--- src/rtl/note_playback_reader.sv ---
// Sweeps NoteStorage once per pass and publishes the set of notes sounding at a single time snapshot.
// Define PLAYBACK_LOOP_EN to restart the song, including a timer reset, whenever a sweep finds nothing pending.
module note_playback_reader #(
  parameter int MAXNOTEADDRESS = 100,
  parameter int TIMEBITS       = 29
) (
  input  logic                clk,
  input  logic                reset,
  input  logic                startPlayback,
  input  logic                stopPlayback,
  input  logic [TIMEBITS-1:0] playbackTime,
  input  logic [61:0]         retrievedNoteData,
  output logic [6:0]          noteReadAddress,
  output logic [15:0]         activeNotes,
  output logic [15:0]         noteOnPulse,
  output logic                sweepDone,
  output logic                playbackFinished,
  output logic                resetTimerRequest
);

  typedef enum logic [2:0] {IDLE, START, SCANADDR, SCANWAIT, SCANEVAL, COMMIT} stateT;

`ifdef PLAYBACK_LOOP_EN
  localparam logic LoopEnable = 1'b1;
`else
  localparam logic LoopEnable = 1'b0;
`endif

  stateT               state, stateNext;
  logic [15:0]         shadow;
  logic                pendingSeen;
  logic [TIMEBITS-1:0] timeSnapshot;
  logic [3:0]          noteCode;
  logic [TIMEBITS-1:0] noteStart, noteEnd;
  logic                recordEmpty, noteSounding, notePending, lastAddress;

  assign noteCode     = retrievedNoteData[61:58];
  assign noteStart    = TIMEBITS'(retrievedNoteData[57:29]);
  assign noteEnd      = TIMEBITS'(retrievedNoteData[28:0]);
  assign recordEmpty  = (retrievedNoteData == '0);
  assign lastAddress  = (noteReadAddress == 7'(MAXNOTEADDRESS));
  // An end time of zero marks a note still held down, so it both sounds and keeps the song alive.
  assign noteSounding = (noteStart <= timeSnapshot) && ((noteEnd == '0) || (timeSnapshot < noteEnd));
  assign notePending  = (noteStart > timeSnapshot) || (noteEnd == '0) || (noteEnd > timeSnapshot);

  always_ff @(posedge clk) begin
    if (reset) state <= IDLE;
    else       state <= stateNext;
  end

  always_comb begin
    stateNext = state;
    case (state)
      IDLE:     if (startPlayback) stateNext = START;
      START:    stateNext = SCANADDR;
      SCANADDR: stateNext = SCANWAIT;
      SCANWAIT: stateNext = SCANEVAL;
      SCANEVAL: stateNext = (recordEmpty || lastAddress) ? COMMIT : SCANADDR;
      COMMIT:   stateNext = (pendingSeen || LoopEnable) ? SCANADDR : IDLE;
      default:  stateNext = IDLE;
    endcase
    if (stopPlayback) stateNext = IDLE;
  end

  always_ff @(posedge clk) begin
    if (reset) begin
      noteReadAddress   <= '0;
      activeNotes       <= '0;
      noteOnPulse       <= '0;
      sweepDone         <= 1'b0;
      playbackFinished  <= 1'b0;
      resetTimerRequest <= 1'b0;
      shadow            <= '0;
      pendingSeen       <= 1'b0;
      timeSnapshot      <= '0;
    end else begin
      noteOnPulse       <= '0;
      sweepDone         <= 1'b0;
      resetTimerRequest <= 1'b0;
      if (stopPlayback) begin
        activeNotes     <= '0;
        shadow          <= '0;
        pendingSeen     <= 1'b0;
        noteReadAddress <= '0;
      end else begin
        case (state)
          START: begin
            resetTimerRequest <= 1'b1;
            playbackFinished  <= 1'b0;
            shadow            <= '0;
            pendingSeen       <= 1'b0;
            noteReadAddress   <= '0;
          end
          SCANADDR: begin
            if (noteReadAddress == '0) timeSnapshot <= playbackTime;
          end
          SCANEVAL: begin
            if (!recordEmpty) begin
              if (noteSounding) shadow[noteCode] <= 1'b1;
              if (notePending)  pendingSeen      <= 1'b1;
            end
            if (!(recordEmpty || lastAddress)) noteReadAddress <= noteReadAddress + 7'd1;
          end
          COMMIT: begin
            activeNotes      <= shadow;
            noteOnPulse      <= shadow & ~activeNotes;
            sweepDone        <= 1'b1;
            playbackFinished <= ~pendingSeen;
            shadow           <= '0;
            pendingSeen      <= 1'b0;
            noteReadAddress  <= '0;
            if (LoopEnable && !pendingSeen) resetTimerRequest <= 1'b1;
          end
          default: ;
        endcase
      end
    end
  end

endmodule
--- config.mk ---
export PLATFORM = sky130hd
export DESIGN_NAME = note_playback_reader
export DESIGN_NICKNAME = d
export VERILOG_FILES = /design/src/rtl/note_playback_reader.sv
export SDC_FILE = /design/constraint.sdc
export NUM_CORES = 1
export LEC_CHECK = 0
export CAP_MARGIN = 30
export CORE_ASPECT_RATIO = 1.1
export CORE_MARGIN = 4
export CORE_UTILIZATION = 48
export DETAILED_ROUTE_END_ITERATION = 8
export PLACE_DENSITY_LB_ADDON = 0.3
export SYNTH_ARGS = -nofsm -noshare
export SYNTH_HDL_FRONTEND = slang
export SYNTH_SLANG_ARGS = --single-unit
--- constraint.sdc ---
create_clock -name clk -period 3.5 [get_ports clk]
set_input_delay 0.7 -clock clk [delete_from_list [all_inputs] [get_ports clk]]
set_output_delay 0.7 -clock clk [all_outputs]
set_load 0.01 [all_outputs]
Yosys cells after proc, flatten, opt, wreduce, memory -nomap -nowiden
Index checks and enable logic that the tools add are counted.
Word-level totals
  bits in registers: 91
  input port bits: 95
  output and inout port bits: 42
  logic and storage cells: 71
Operators by class
  add/sub/neg operators: 1
  $lt $le $gt $ge: 6
  eq/ne operators: 11
  mux-type cells: 17
  bitwise gates (word level): 6
  reduce and logical (&&, ||, !) cells: 20
Operators with widths (number)
  logical NOT 62 bit: 1
  greater-than comparator 29 bit: 2
  2-to-1 mux 16 bit: 2
  case mux 16 bit (2 select lines): 1
  less-or-equal comparator 29 bit: 1
  logical NOT 29 bit: 1
  < comparator 29 bit: 1
  case mux 3 bit (6 select lines): 1
  AND 16 bit: 1
  NOT 16 bit: 1
  OR 16 bit: 1
  case mux 7 bit (2 select lines): 1
  != test 2 bit, second input constant: 5
  AND reduction 3 bit: 3
  adder 7 x 1 -> 7 bit, second input constant: 1
  equality test 7 bit, second input constant: 1
  logical NOT 7 bit: 1
  2-to-1 mux 7 bit: 1
  equality test 3 x 2 -> 1 bit, second input constant: 2
  equality test 3 bit, second input constant: 2
  2-to-1 mux 3 bit: 2
  < comparator 4 x 5 -> 1 bit, second input constant: 1
  2-to-1 mux 1 bit: 5
  demux 1 bit (select 4 bit): 1
  12 further kinds: 22

Longest topological paths before layout
  depth after elaboration: 8
  mapped depth: 10
  mapped depth without buffers: 9

Least setup slack after synthesis
OpenSTA, ideal clock, no wires.
  path type: in2reg
  start point: in retrievedNoteData[32]
  end point: reg shadow[14]
  setup time: 0.117 ns
  arrival time: 2.662 ns
  required time: 3.383 ns
  setup slack: 0.720 ns
  stages on the path: 9
  path buffers: 1
  cells stage by stage: ha_1 > and3_4 > and3_4 > and4bb_4 > or4_4 > o211ai_2 > nor3_4 > buf_6 > a32o_1
Between the ends
  longest elaborated chain between the ends: 4
  elaborated cells between the ends (all ways): 6
  those cells by class: 1 x order compare; 2 x eq/ne; 3 x reduce/logical
Ends and longest elaborated chain
  from (decl): RTL line 12  | input logic [61:0] retrievedNoteData,
  less-or-equal comparator 29 bit: RTL line 43  | assign noteSounding = (noteStart <= timeSnapshot) && ((noteEnd == '0) || (timeSnapshot < noteEnd));
  logical AND 1 bit: RTL line 43
  != test 2 bit (no source line)
  AND reduction 3 bit (no source line) (*)
  to (signal assigned): RTL line 73  | shadow <= '0;
  to (signal assigned): RTL line 82  | shadow <= '0;
  to (signal assigned): RTL line 90  | shadow <= '0;
  to (decl): RTL line 30  | logic [15:0] shadow;
Every way passes the cells marked *; elsewhere a longest branch is shown, timed or not.
A chain may end at the register's enable or synchronous reset.

Final worst setup path
  start point: in retrievedNoteData[27]
  end point: reg shadow[8]
Between the ends
  longest elaborated chain between the ends: 5
  elaborated cells between the ends (all ways): 8
  those cells by class: 1 x order compare; 2 x eq/ne; 5 x reduce/logical
Ends and longest elaborated chain (RTL line)
  < comparator 29 bit / logical NOT 29 bit (equally long branches): 43
  logical OR 1 bit: 43
  logical AND 1 bit: 43
  != test 2 bit (no source line)
  AND reduction 3 bit (no source line) (*)
Marks and branches as above.

==> load_flow_metrics.sql <==
INSERT INTO impl_metrics (metric_group, metric, value, unit) VALUES
('logic_synthesis', 'yosys_warnings', '0', ''),
('setup_path', 'timing.critical_path.max_delay_family', 'simple AND/OR/NAND/NOR gates', ''),
('power_and_ir_drop', 'comb_power_share', '0.135', ''),
('timing', 'worst_slew_pin_slew', '0.863', 'ns'),
('logic_synthesis', 'synthesis.area', '0.00478', 'sq mm'),
('global_route', 'grt_antenna_before_repair', '0', ''),
('hold_path', 'hold_path_class', 'reg -> reg', ''),
('placed_design', 'dp_hpwl', '10300', 'um'),
('clocking', 'worst_skew_pair.late_latency', '0.37', 'ns'),
('power_and_ir_drop', 'flop_pwr_share', '0.498', ''),
('placed_design', 'dp.cells', '779', ''),
('timing', 'setup_viol', '0', ''),
('timing', 'finalMaxSlewViolations', '0', ''),
('route', 'vias', '4399', ''),
('route', 'route.detailed.wl_per_inst', '16.1', 'um'),
('cells_and_area', 'final_nets', '828', ''),
('setup_path', 'critPathRequiredTime', '3.82', 'ns'),
('global_route', 'grt_overflow_total', '0', ''),
('floorplanning', 'die-area', '0.0116', 'sq mm'),
('setup_path', 'timing.critical_path.buf_inv', '1', ''),
('power_and_ir_drop', 'intPower', '1.54', 'mW'),
('cells_and_area', 'area_of_combinational_cells_with_multiple_inputs', '0.00275', 'sq mm'),
('global_route', 'first_global_vias', '4469', ''),
('logic_synthesis', 'synthesis.nets', '694', ''),
('route', 'antenna_violating_nets_post_route', '0', ''),
('logic_synthesis', 'synth_sequential_area_ratio', '0.381', ''),
('setup_path', 'crit-reg2reg-launch', 'timeSnapshot[27]', ''),
('timing', 'worst_hold_slack', '0.443', 'ns'),
('timing', 'hold_violations', '0', ''),
('logic_synthesis', 'post_synth_cell_types', '51', ''),
('clocking', 'holdBufCountCts', '0', ''),
('route', 'drt_iter0_drc', '135', ''),
('clocking', 'clock_tree.htree_level_count', '3', ''),
('setup_path', 'critPathArrivalTime', '3.51', 'ns'),
('cells_and_area', 'non_filler_instance_count_after_layout', '795', ''),
('route', 'route.detailed.drc', '0', ''),
('power_and_ir_drop', 'power.leakage', '2.76', 'nW'),
('setup_path', 'worstPathMaxFanout', '15', ''),
('cells_and_area', 'num_antenna_cells', '0', ''),
('global_route', 'grt_pass1_wl', '21000', 'um'),
('power_and_ir_drop', 'sw_frac_of_total', '0.263', ''),
('floorplanning', 'die_h', '113', 'um'),
('timing', 'rsz_0062_raised_after_global_routing', 'false', ''),
('cells_and_area', 'drive_above_1_share', '0.0531', ''),
('timing', 'max_clock_freq', '313', 'MHz'),
('setup_path', 'crit_path_cell_trace', 'clkdlybuf4s50_1 > ha_1 > nand4_1 > nor4_1 > nor3b_2 > o311a_1 > a211oi_4 > nor3_4 > a32o_1', ''),
('hold_path', 'timing.hold.worst.start', 'activeNotes[11]', ''),
('logic_synthesis', 'async_reset_ff_frac', '0', ''),
('floorplanning', 'io_pins', '137', ''),
('logic_synthesis', 'postSynthAreaPerCell', '8.86', 'sq um'),
('power_and_ir_drop', 'vdd_drop_max', '223', 'uV'),
('logic_synthesis', 'postSynthRegisterBits', '91', ''),
('power_and_ir_drop', 'p_sw', '549', 'uW'),
('power_and_ir_drop', 'p_clk_frac', '0.367', ''),
('global_route', 'track_usage', '0.225', ''),
('cells_and_area', 'nFillCells', '806', ''),
('timing', 'period_needed', '3.20', 'ns'),
('floorplanning', 'rows', '37', ''),
('floorplanning', 'initial_cell_density_of_the_core', '0.501', ''),
('setup_path', 'setup.worst_path.class', 'in -> reg', ''),
('outcome', 'run_status', 'completed', ''),
('setup_path', 'crit_path_max_incr_delay', '0.53', 'ns'),
('clocking', 'clock_tree.buffer_depth', '2', ''),
('cells_and_area', 'syn_to_final_growth', '34.8', '%'),
('placed_design', 'port_buffers', '136', ''),
('clocking', 'tritoncts', 'done', ''),
('logic_synthesis', 'synth_edf_count', '0', ''),
('clocking', 'cts-resized-gates', '0', ''),
('logic_synthesis', 'netlist_instances', '539', ''),
('setup_path', 'cp-end-kind', 'flop', ''),
('timing', 'period_share', '0.913', '');
[power groups by stage]
| stage | logic (mW) | registers [mW] | clock network [mW] |
|---|---|---|---|
| floorplan | 0.120 | 1.06 | 0 |
| global placement | 0.271 | 1.07 | 0 |
| detailed placement | 0.279 | 1.07 | 0 |
| CTS | 0.282 | 1.04 | 0.780 |
| global route | 0.310 | 1.04 | 0.822 |
| finish | 0.282 | 1.04 | 0.767 |
[worst register-to-register path: cells and delay by family (launching register included)]
kind	cells	cell delay (ns)
DFF	1	0.35
buffers and inverters	1	0.07
and+or+nand+nor	4	1.44
AOI/OAI and AO/OA	3	0.61
adders and majority gates	1	0.31
[state kept, by name, indices dropped and copies added (netlist names), 3 cells and up]
signal	count
activeNotes	16
noteOnPulse	16
noteReadAddress	7
shadow	16
state	3
timeSnapshot	29
[final cells by class]
cell class	instances	share of cell area
clock buffer	9	0.0192
clock inverter	7	0.0142
inverter	32	0.0187
multi-input combinational	400	0.427
sequential	91	0.283
tap	117	0.0227
timing repair buffer	139	0.215
[worst paths after layout]
kind / to / slack [ns] / depth (start not counted)
worst min register to register: noteOnPulse[11] / 0.44 / 1
worst max-delay path: shadow[8] / 0.30 / 9
worst min-delay path: noteOnPulse[11] / 0.44 / 1
worst max register to register: shadow[8] / 0.67 / 9
[cells by family (layout without fill, tap and decap cells)]
group | after synthesis | count (layout) | share of synthesized area
buffers and inverters | 48 | 187 | 0.0424
adder cells (fa/ha/maj) | 60 | 60 | 0.157
AND/OR/NAND/NOR | 229 | 229 | 0.234
AO/OA/AOI/OAI | 76 | 76 | 0.113
multiplexers | 31 | 31 | 0.0650
flip-flops | 91 | 91 | 0.381
XOR/XNOR | 4 | 4 | 0.00733
[cell usage in the layout (no fill, tap or decap), types with 7 or more instances in the layout]
master,count
sky130_fd_sc_hd__a21oi_1,27
sky130_fd_sc_hd__a32o_1,8
sky130_fd_sc_hd__and3_1,11
sky130_fd_sc_hd__clkbuf_8,9
sky130_fd_sc_hd__clkdlybuf4s50_1,136
sky130_fd_sc_hd__dfxtp_1,91
sky130_fd_sc_hd__ha_1,60
sky130_fd_sc_hd__inv_1,32
sky130_fd_sc_hd__mux2i_1,31
sky130_fd_sc_hd__nand2_1,70
sky130_fd_sc_hd__nand3_1,13
sky130_fd_sc_hd__nand4_1,16
sky130_fd_sc_hd__nor2_1,68
sky130_fd_sc_hd__nor2b_1,9
sky130_fd_sc_hd__nor3_1,7
sky130_fd_sc_hd__nor4_1,15
sky130_fd_sc_hd__o21ai_0,10
[metrics by stage]
stage | setup TNS (ns) | instance area [sq um] | util | setup WS, ns | power, mW
after floorplan | 0 | 4780 | - | 0.720 | 1.18
after global placement | 0 | 6220 | 0.653 | 0.0717 | 1.34
after detailed placement | -0.205 | 6220 | 0.653 | -0.0370 | 1.35
after CTS | 0 | 6440 | 0.675 | 0.333 | 2.11
after global routing | 0 | 6440 | 0.675 | 0.0763 | 2.18
final | 0 | 6440 | 0.675 | 0.303 | 2.09
[per-layer routing]
layer	track usage	wire length (um)
met1	0.276	5280
met2	0.386	6390
met3	0.0416	929
met4	0.0846	213
met5	0	0
[synthesized netlist by cell type, types with 3 or more instances]
master,instances,share of area
sky130_fd_sc_hd__dfxtp_1,91,0.38
sky130_fd_sc_hd__nand2_1,70,0.055
sky130_fd_sc_hd__nor2_1,68,0.053
sky130_fd_sc_hd__ha_1,60,0.16
sky130_fd_sc_hd__inv_1,32,0.025
sky130_fd_sc_hd__mux2i_1,31,0.065
sky130_fd_sc_hd__a21oi_1,27,0.028
sky130_fd_sc_hd__nand4_1,16,0.021
sky130_fd_sc_hd__nor4_1,15,0.020
sky130_fd_sc_hd__nand3_1,13,0.014
sky130_fd_sc_hd__and3_1,11,0.014
sky130_fd_sc_hd__clkbuf_1,11,0.0086
sky130_fd_sc_hd__o21ai_0,10,0.010
sky130_fd_sc_hd__nor2b_1,9,0.012
sky130_fd_sc_hd__a32o_1,8,0.017
sky130_fd_sc_hd__nor3_1,7,0.0073
sky130_fd_sc_hd__a21o_1,4,0.0063
sky130_fd_sc_hd__a31o_2,4,0.0073
sky130_fd_sc_hd__xor2_1,4,0.0073
sky130_fd_sc_hd__a211o_1,3,0.0055
sky130_fd_sc_hd__a22o_2,3,0.0063
sky130_fd_sc_hd__nand2b_1,3,0.0039
sky130_fd_sc_hd__nand4b_1,3,0.0055
No activity file was read; power rests on OpenSTA's default activity.
